--- src/rtl/ysyx_rf_scoreboard.sv ---
// Register scoreboard between IDU and EXU: per-register saturating pending-write
// counters, busy table, forwarding-aware operand hazards and issue back-pressure.

module ysyx_rf_cnt #(
   parameter int CNT_W = 2
) (
   input  logic             clk,
   input  logic             rst,
   input  logic             flush,
   input  logic             inc,
   input  logic             dec,
   output logic [CNT_W-1:0] cnt
);

   // issue_ready keeps inc away from a full counter, so only the empty case is guarded
   always_ff @(posedge clk or negedge rst) begin
      if (!rst)                          cnt <= '0;
      else if (flush)                    cnt <= '0;
      else if (inc && !dec)              cnt <= cnt + CNT_W'(1);
      else if (dec && !inc && cnt != '0) cnt <= cnt - CNT_W'(1);
   end

endmodule

module ysyx_rf_scoreboard #(
   parameter int NR_REG = 16,
   parameter int CNT_W  = 2,
   parameter int TOT_W  = 6,
   localparam int IDX_W = $clog2(NR_REG)
) (
   input  logic              clk,
   input  logic              rst,
   input  logic              issue_valid,
   input  logic              issue_wen,
   input  logic [IDX_W-1:0]  issue_rd,
   output logic              issue_ready,
   input  logic              wb_valid,
   input  logic [IDX_W-1:0]  wb_rd,
   input  logic              flush,
   input  logic              fwd_valid,
   input  logic [IDX_W-1:0]  fwd_rd,
   input  logic [IDX_W-1:0]  rs1,
   input  logic [IDX_W-1:0]  rs2,
   output logic [NR_REG-1:0] rf_table,
   output logic              rs1_busy,
   output logic              rs2_busy,
   output logic [TOT_W-1:0]  inflight,
   output logic              empty,
   output logic              err
);

   localparam logic [CNT_W-1:0] CNT_MAX = '1;
   localparam logic [TOT_W-1:0] TOT_MAX = '1;

   logic [NR_REG-1:0][CNT_W-1:0] cnt;
   logic                         inc, dec, undf, dec_eff;
   logic [TOT_W-1:0]             cnt_sum;

   assign dec = wb_valid & (wb_rd != '0);
   assign inc = issue_valid & issue_ready & issue_wen & (issue_rd != '0);

   // a dec on an empty counter is dropped unless an inc to the same reg pairs with it
   assign undf    = dec & (cnt[wb_rd] == '0) & ~(inc & (issue_rd == wb_rd));
   assign dec_eff = dec & ~undf;

   assign issue_ready = ~(issue_wen & (issue_rd != '0) & (cnt[issue_rd] == CNT_MAX)
                          & ~(dec & (wb_rd == issue_rd)))
                      & ~((inflight == TOT_MAX) & ~dec)
                      & ~flush;

   // reg 0 never sees inc/dec, so its counter and busy bit stay zero
   for (genvar g = 0; g < NR_REG; g++) begin : g_reg
      ysyx_rf_cnt #(.CNT_W(CNT_W)) u_cnt (
         .clk   (clk),
         .rst   (rst),
         .flush (flush),
         .inc   (inc & (issue_rd == IDX_W'(g))),
         .dec   (dec & (wb_rd == IDX_W'(g))),
         .cnt   (cnt[g])
      );
      assign rf_table[g] = |cnt[g];
   end

   always_ff @(posedge clk or negedge rst) begin
      if (!rst) begin
         inflight <= '0;
         err      <= 1'b0;
      end else if (flush) begin
         inflight <= '0;
      end else begin
         inflight <= inflight + TOT_W'(inc) - TOT_W'(dec_eff);
         if (undf) err <= 1'b1;
      end
   end

   assign empty = (inflight == '0);

   // a same-cycle writeback leaves busy set; the EXU forward path masks it instead
   assign rs1_busy = rf_table[rs1] & ~(fwd_valid & (fwd_rd == rs1));
   assign rs2_busy = rf_table[rs2] & ~(fwd_valid & (fwd_rd == rs2));

   always_comb begin
      cnt_sum = '0;
      for (int i = 0; i < NR_REG; i++) cnt_sum = cnt_sum + TOT_W'(cnt[i]);
   end

   a_inflight_sum: assert property (@(posedge clk) disable iff (!rst) inflight == cnt_sum);

endmodule

--- config.mk ---
export PLATFORM = sky130hd
export DESIGN_NAME = ysyx_rf_scoreboard
export DESIGN_NICKNAME = d
export VERILOG_FILES = /design/src/rtl/ysyx_rf_scoreboard.sv
export SDC_FILE = /design/constraint.sdc
export NUM_CORES = 1
export LEC_CHECK = 0
export BUFFER_PORTS_ARGS = -buffer_cell sky130_fd_sc_hd__buf_2
export CORE_MARGIN = 2
export CORE_UTILIZATION = 45
export CTS_CLUSTER_SIZE = 16
export DETAILED_ROUTE_END_ITERATION = 16
export PLACE_DENSITY_LB_ADDON = 0.12
export SLEW_MARGIN = 15
export SYNTH_ARGS = -nofsm -noshare
export SYNTH_HDL_FRONTEND = slang
export SYNTH_SLANG_ARGS = --single-unit
--- constraint.sdc ---
create_clock -name clk -period 3.1 [get_ports clk]
set_input_delay 0.31 -clock clk [delete_from_list [all_inputs] [get_ports clk]]
set_output_delay 0.31 -clock clk [all_outputs]
set_load 0.02 [all_outputs]
* After elaboration in Yosys (flattened, before gate mapping)
Index checks and enable logic that the tools add are counted.
** Operators by class
- Add/subtract/negate cells :: 34
- Multiply operators :: 0
- Div/mod/pow operators :: 0
- $lt $le $gt $ge :: 4
- Equality and inequality tests :: 36
- Shift-type cells :: 0
- Muxes and demuxes :: 57
- Bitwise gates (word level) :: 60
- Reductions and logical operators :: 135
** Operators with widths (count)
- 2-bit 2-to-1 mux :: 50
- 4-bit equality test, second input constant :: 16
- 1-bit bitwise AND :: 51
- 1-bit logical AND :: 48
- 3-bit nonzero test :: 16
- 2-bit by 1-bit adder with 2-bit output, second input constant :: 16
- 4-bit by 3-bit equality test with 1-bit output, second input constant :: 8
- 1-bit zero test :: 32
- 2-bit nonzero test :: 16
- 2-bit OR reduction :: 16
- 2-bit by 1-bit subtractor with 2-bit output, second input constant :: 16
- 4-bit by 5-bit less-than comparator with 1-bit output, second input constant :: 4
- 2-bit binary-select mux with 4-bit select :: 2
- 4-bit by 2-bit equality test with 1-bit output, second input constant :: 4
- 4-bit equality test :: 4
- 1-bit NOT :: 9
- 1-bit binary-select mux with 4-bit select :: 2
- 4-bit by 1-bit equality test with 1-bit output, second input constant :: 2
- 4-bit zero test :: 2
- 4-bit nonzero test :: 2
- 6-bit by 1-bit adder with 6-bit output :: 1
- 6-bit equality test, second input constant :: 1
- 6-bit zero test :: 1
- 6-bit 2-to-1 mux :: 1
- 5 further kinds :: 6
** Word-level totals
- Register bits after elaboration :: 39
- Latch bits :: 0
- RAM bits :: 0
- ROM bits :: 0
- Bits of input ports :: 27
- Word-level logic and storage cells :: 344
- Memories kept :: 0

* Logic depth before layout (Yosys ltp)
- Word-level depth :: 18
- Gate-level depth with buffers :: 19
- Depth with buffers taken out :: 15

* Hierarchy
A second synthesis with hierarchy kept.
** Second synthesis, totals
- Cell total of the unflattened synthesis :: 426
- Area, all modules :: 3971.3 µm²
** By module, submodules not included
- ysyx_rf_cnt :: times used 16, cells each 12, area each 131.4 µm², sequential area each 50.0 µm²
- ysyx_rf_scoreboard :: times used 1, cells each 234, area each 1869.3 µm², sequential area each 175.2 µm²

* Worst setup path after synthesis
Ideal clock, no wire load.
- Path kind :: input to register
- From :: in issue_rd[0]
- To :: reg inflight[4]
- Library setup time :: 0.132 ns
- Arrival time :: 3.399 ns
- Data required time :: 2.968 ns
- Setup slack :: -0.431 ns
- Stages on the path :: 19
- Buffers on the path :: 4
- Cells stage by stage :: buf_4 > buf_2 > mux2_2 > o22ai_1 > nor3_1 > o221a_2 > buf_6 > buf_2 > o31a_1 > nor2_1 > ha_1 > inv_1 > ha_1 > fa_1 > a21oi_1 > nor2_1 > nor2_1 > xor2_1 > nor2_1
** On the way
- Longest elaborated chain between the ends :: 18
** Ends and longest elaborated chain
- from (decl) :: line 35 : input logic [IDX_W-1:0] issue_rd,
- parallel branches: the longest is 16 deep, another holds 6-bit by 1-bit adder with 6-bit output
- 6-bit by 1-bit subtractor with 6-bit output * :: line 91 : inflight <= inflight + TOT_W'(inc) - TOT_W'(dec_eff);
- 6-bit 2-to-1 mux * :: line 88 : end else if (flush) begin
- to (signal assigned) :: line 91
- to (decl) :: line 47 : output logic [TOT_W-1:0] inflight,
Mark *: on every way between the ends. The select of a mux whose other input is x is not followed.
A chain may end at the register's enable or synchronous reset.

* Worst setup path in the final report
- From :: reg g_reg[0].u_cnt.cnt[0]
- To :: reg inflight[5]
** On the way
- Longest elaborated chain between the ends :: 18
** Ends and longest elaborated chain
- from (decl) :: line 12 : output logic [CNT_W-1:0] cnt
- from (signal assigned) :: line 19 : else if (inc && !dec) cnt <= cnt + CNT_W'(1);
- from (signal assigned) :: line 20 : else if (dec && !inc && cnt != '0) cnt <= cnt - CNT_W'(1);
- parallel branches: the longest is 16 deep, another holds 6-bit by 1-bit adder with 6-bit output
- 6-bit by 1-bit subtractor with 6-bit output * :: line 91
- 6-bit 2-to-1 mux * :: line 88
Marks and branches as above.

==> qor.csv <==
metric,value,unit
Synth area leaders,"dfrtp_1 28%, mux4_2 13%, xnor2_1 5.4%, nor2_1 5.0%, ha_1 3.9%",
crit path max fanout,3,
Multi-input gate area,0.002384,mm²
vias post-DR,3507,
Area Growth Syn to Fin,26.63,%
Most used DFF post-synth,dfrtp_1,
post-synth design cell area,0.003542,mm²
Fill cells,722,
Placed Instance Area,0.004359,mm²
most frequent cells in the layout,"71 x buf_4, 53 x buf_2, 47 x nor2_1, 39 x dfrtp_1, 31 x inv_1",
Die Span Y,92.72,µm
# port buffers,53,
final period utilization,103.4,%
worst vdd ir,271.8,µV
# IOs,54,
Critical Path End Type,flip-flop,
Worst Skew,6.273,ps
GP Congestion,0.9264,
CP cell instances,mux4_2 > mux2i_1 > nor4_2 > o221a_2 > o31a_1 > nor2_1 > ha_1 > inv_1 > ha_1 > a21o_1 > a21oi_2 > o21bai_1 > a21oi_1 > xnor2_1 > nor2_1,
die area,0.008597,mm²
Vias/cell,5.797,
final setup fails,2,
hpwl dp,8581,µm
antenna-violating nets left,0,
Synth Register Bits,39,
"most common cell after layout, fill and taps aside",buf_4,
CP max-delay cell,mux4_2,
worst min path class,input pin to asynchronous set/reset pin,
Yosys Warn Count,0,
DRT Pass-1 Iters,4,
Static Leak,2.080,nW
Sequential Area,975.9,µm²
Final WS setup,-104.7,ps
global router's overall resource usage,27.05,%
clk buf depth,2,
Overflow after GRT,0,
max_slew headroom,36.97,%
Final Net Count,541,
CP arrival,3390,ps
initial antenna violation count,0,
Rows,32,
layout cells sized above 1,35.19,%
sequential area share after synthesis,27.55,%
CTS sink cnt,39,
hold_ws,146.9,ps
failing checks,setup timing,
Max stage delay on crit path,460,ps
H-tree Lvls,2,
Remaining DRCs,0,
largest net degree at the start of global routing,40,
Cell Pwr Density,278.0,mW/mm²
vias in the first global route,3449,
critical path launch point type,flip-flop,
cell family with most CP delay,compound AO/OA/AOI/OAI gates,
Mapped Nets,430,
post-route setup TNS,-201.5,ps
Post-synth EDFFs,0,
clock-pin slew on the worst setup and hold paths,90,ps
Initial Util,46.08,%
clock latency on the worst-skew pair,300,ps
total of max-cap violations,0,
unrepaired setup endpoints after global routing,true,
CP bufs+invs,1,
post-synth cell types,56,
TritonCTS clock tree,yes,
Routed WL per cell,18.26,µm
final hold viol count,0,
fin. max-slew vios,0,
final wirelength,11050,µm
Tmin final,3205,ps
post-place setup slack,-406.5,ps
DR iter-0 viols,136,
first-pass GRT wire length,18030,µm
Max Fclk,312.0,MHz
outcome,finished with violations,
Num CTS Buffers,5,
ys async rst share,100.0,%
Die Wd,92.72,µm
Worst Max-Slew Pin Slew,945.5,ps
n_diodes,0,
Mean Syn Cell Area,9.059,µm²
Root Buffer,clkbuf_8,
post-synth top area share,27.55,%
hold_buf cts,0,
final instance area,0.004486,mm²
r2r setup slk,-100,ps
Crit Path Class,flip-flop to flip-flop,
Critical Path RT,3280,ps
Post-Synthesis Cells,391,
Core ar.,0.007687,mm²
Yosys top cell by area,dfrtp_1,
## final timing paths
path	startpoint	to	cells after the start
setup / recovery	g_reg[0].u_cnt.cnt[0]	inflight[5]	15
max in group asynchronous	rst	err	1
hold reg to reg	err	err	1
setup reg to reg	g_reg[0].u_cnt.cnt[0]	inflight[5]	15
min in group clk	flush	g_reg[0].u_cnt.cnt[1]	2
hold / removal	rst	g_reg[2].u_cnt.cnt[0]	1
## logic make-up after synthesis
logic type	Yosys count	synth area share (%)
buffers and inverters	51	5.864
muxes	26	14.87
and+or+nand+nor	146	22.50
AOI/OAI and AO/OA	87	17.34
adders and majority gates	12	4.451
xor gates and xnor gates	30	7.418
DFF	39	27.55
## cell type report
type                            instances  area share [%]
Clock buffer                            5           1.534
Clock inverter                          3          0.3347
Inverter                               31           2.594
Multi-Input combinational cell        301           53.14
Sequential cell                        39           21.76
Tap cell                              102           2.845
Timing Repair Buffer                  124           17.80
## through the flow
step	cells	power [mW]	util (%)
final	605	1.247	58.35
after global routing	605	1.314	58.35
after CTS	605	1.259	58.35
after detailed placement	593	0.9024	56.71
after global placement	593	0.8937	56.71
after floorplan	391	0.7699	-
## registers in the layout (all words and copies together) (netlist names)
register / cells
g.u_cnt.cnt: 32
err: 1
inflight: 6
## where the power goes
group / leakage (nW) / total (mW) / internal (mW) / switching (mW)
registers: 0.537 / 0.537 / 0.523 / 0.0134
clock network: 0.0477 / 0.357 / 0.155 / 0.202
logic: 1.50 / 0.353 / 0.146 / 0.208
total: 2.08 / 1.25 / 0.824 / 0.423
## repair_timing
action                     in CTS  in global routing
setup endpoints to repair       2                  5
setup buffers                   4                  0
resized for setup               2                  0
pin swaps                       8                  0
## layer usage
metal | vias to the layer above | track usage [%] | share of wire [%]
met5 | - | 0 | 0
met4 | 0 | 12.01 | 3.4
met3 | 26 | 3.499 | 3.7
met2 | 91 | 44.95 | 49
met1 | 1730 | 35.38 | 43
li1 | 1660 | - | -
## Yosys cell counts, drive strengths merged (2+ instances only)
library cell and number:
mux4 21, nand3 10, ha 11, buf 9, o21ai 15, inv 31, nand4 7, mux2 3
or4 5, nand2 19, or3 2, xor2 8, and3 6, nor3b 2, o211a 3, nand2b 6
a21oi 25, mux2i 2, a221oi 7, dfrtp 39, clkbuf 11, a21o 3, o22ai 2, nor3 11
a31oi 3, xnor2 22, a2111oi 5, nor2b 7, or3b 3, and2 7, a211oi 14, nor4 12
nor2 47
(Power assumes the default switching activity.)
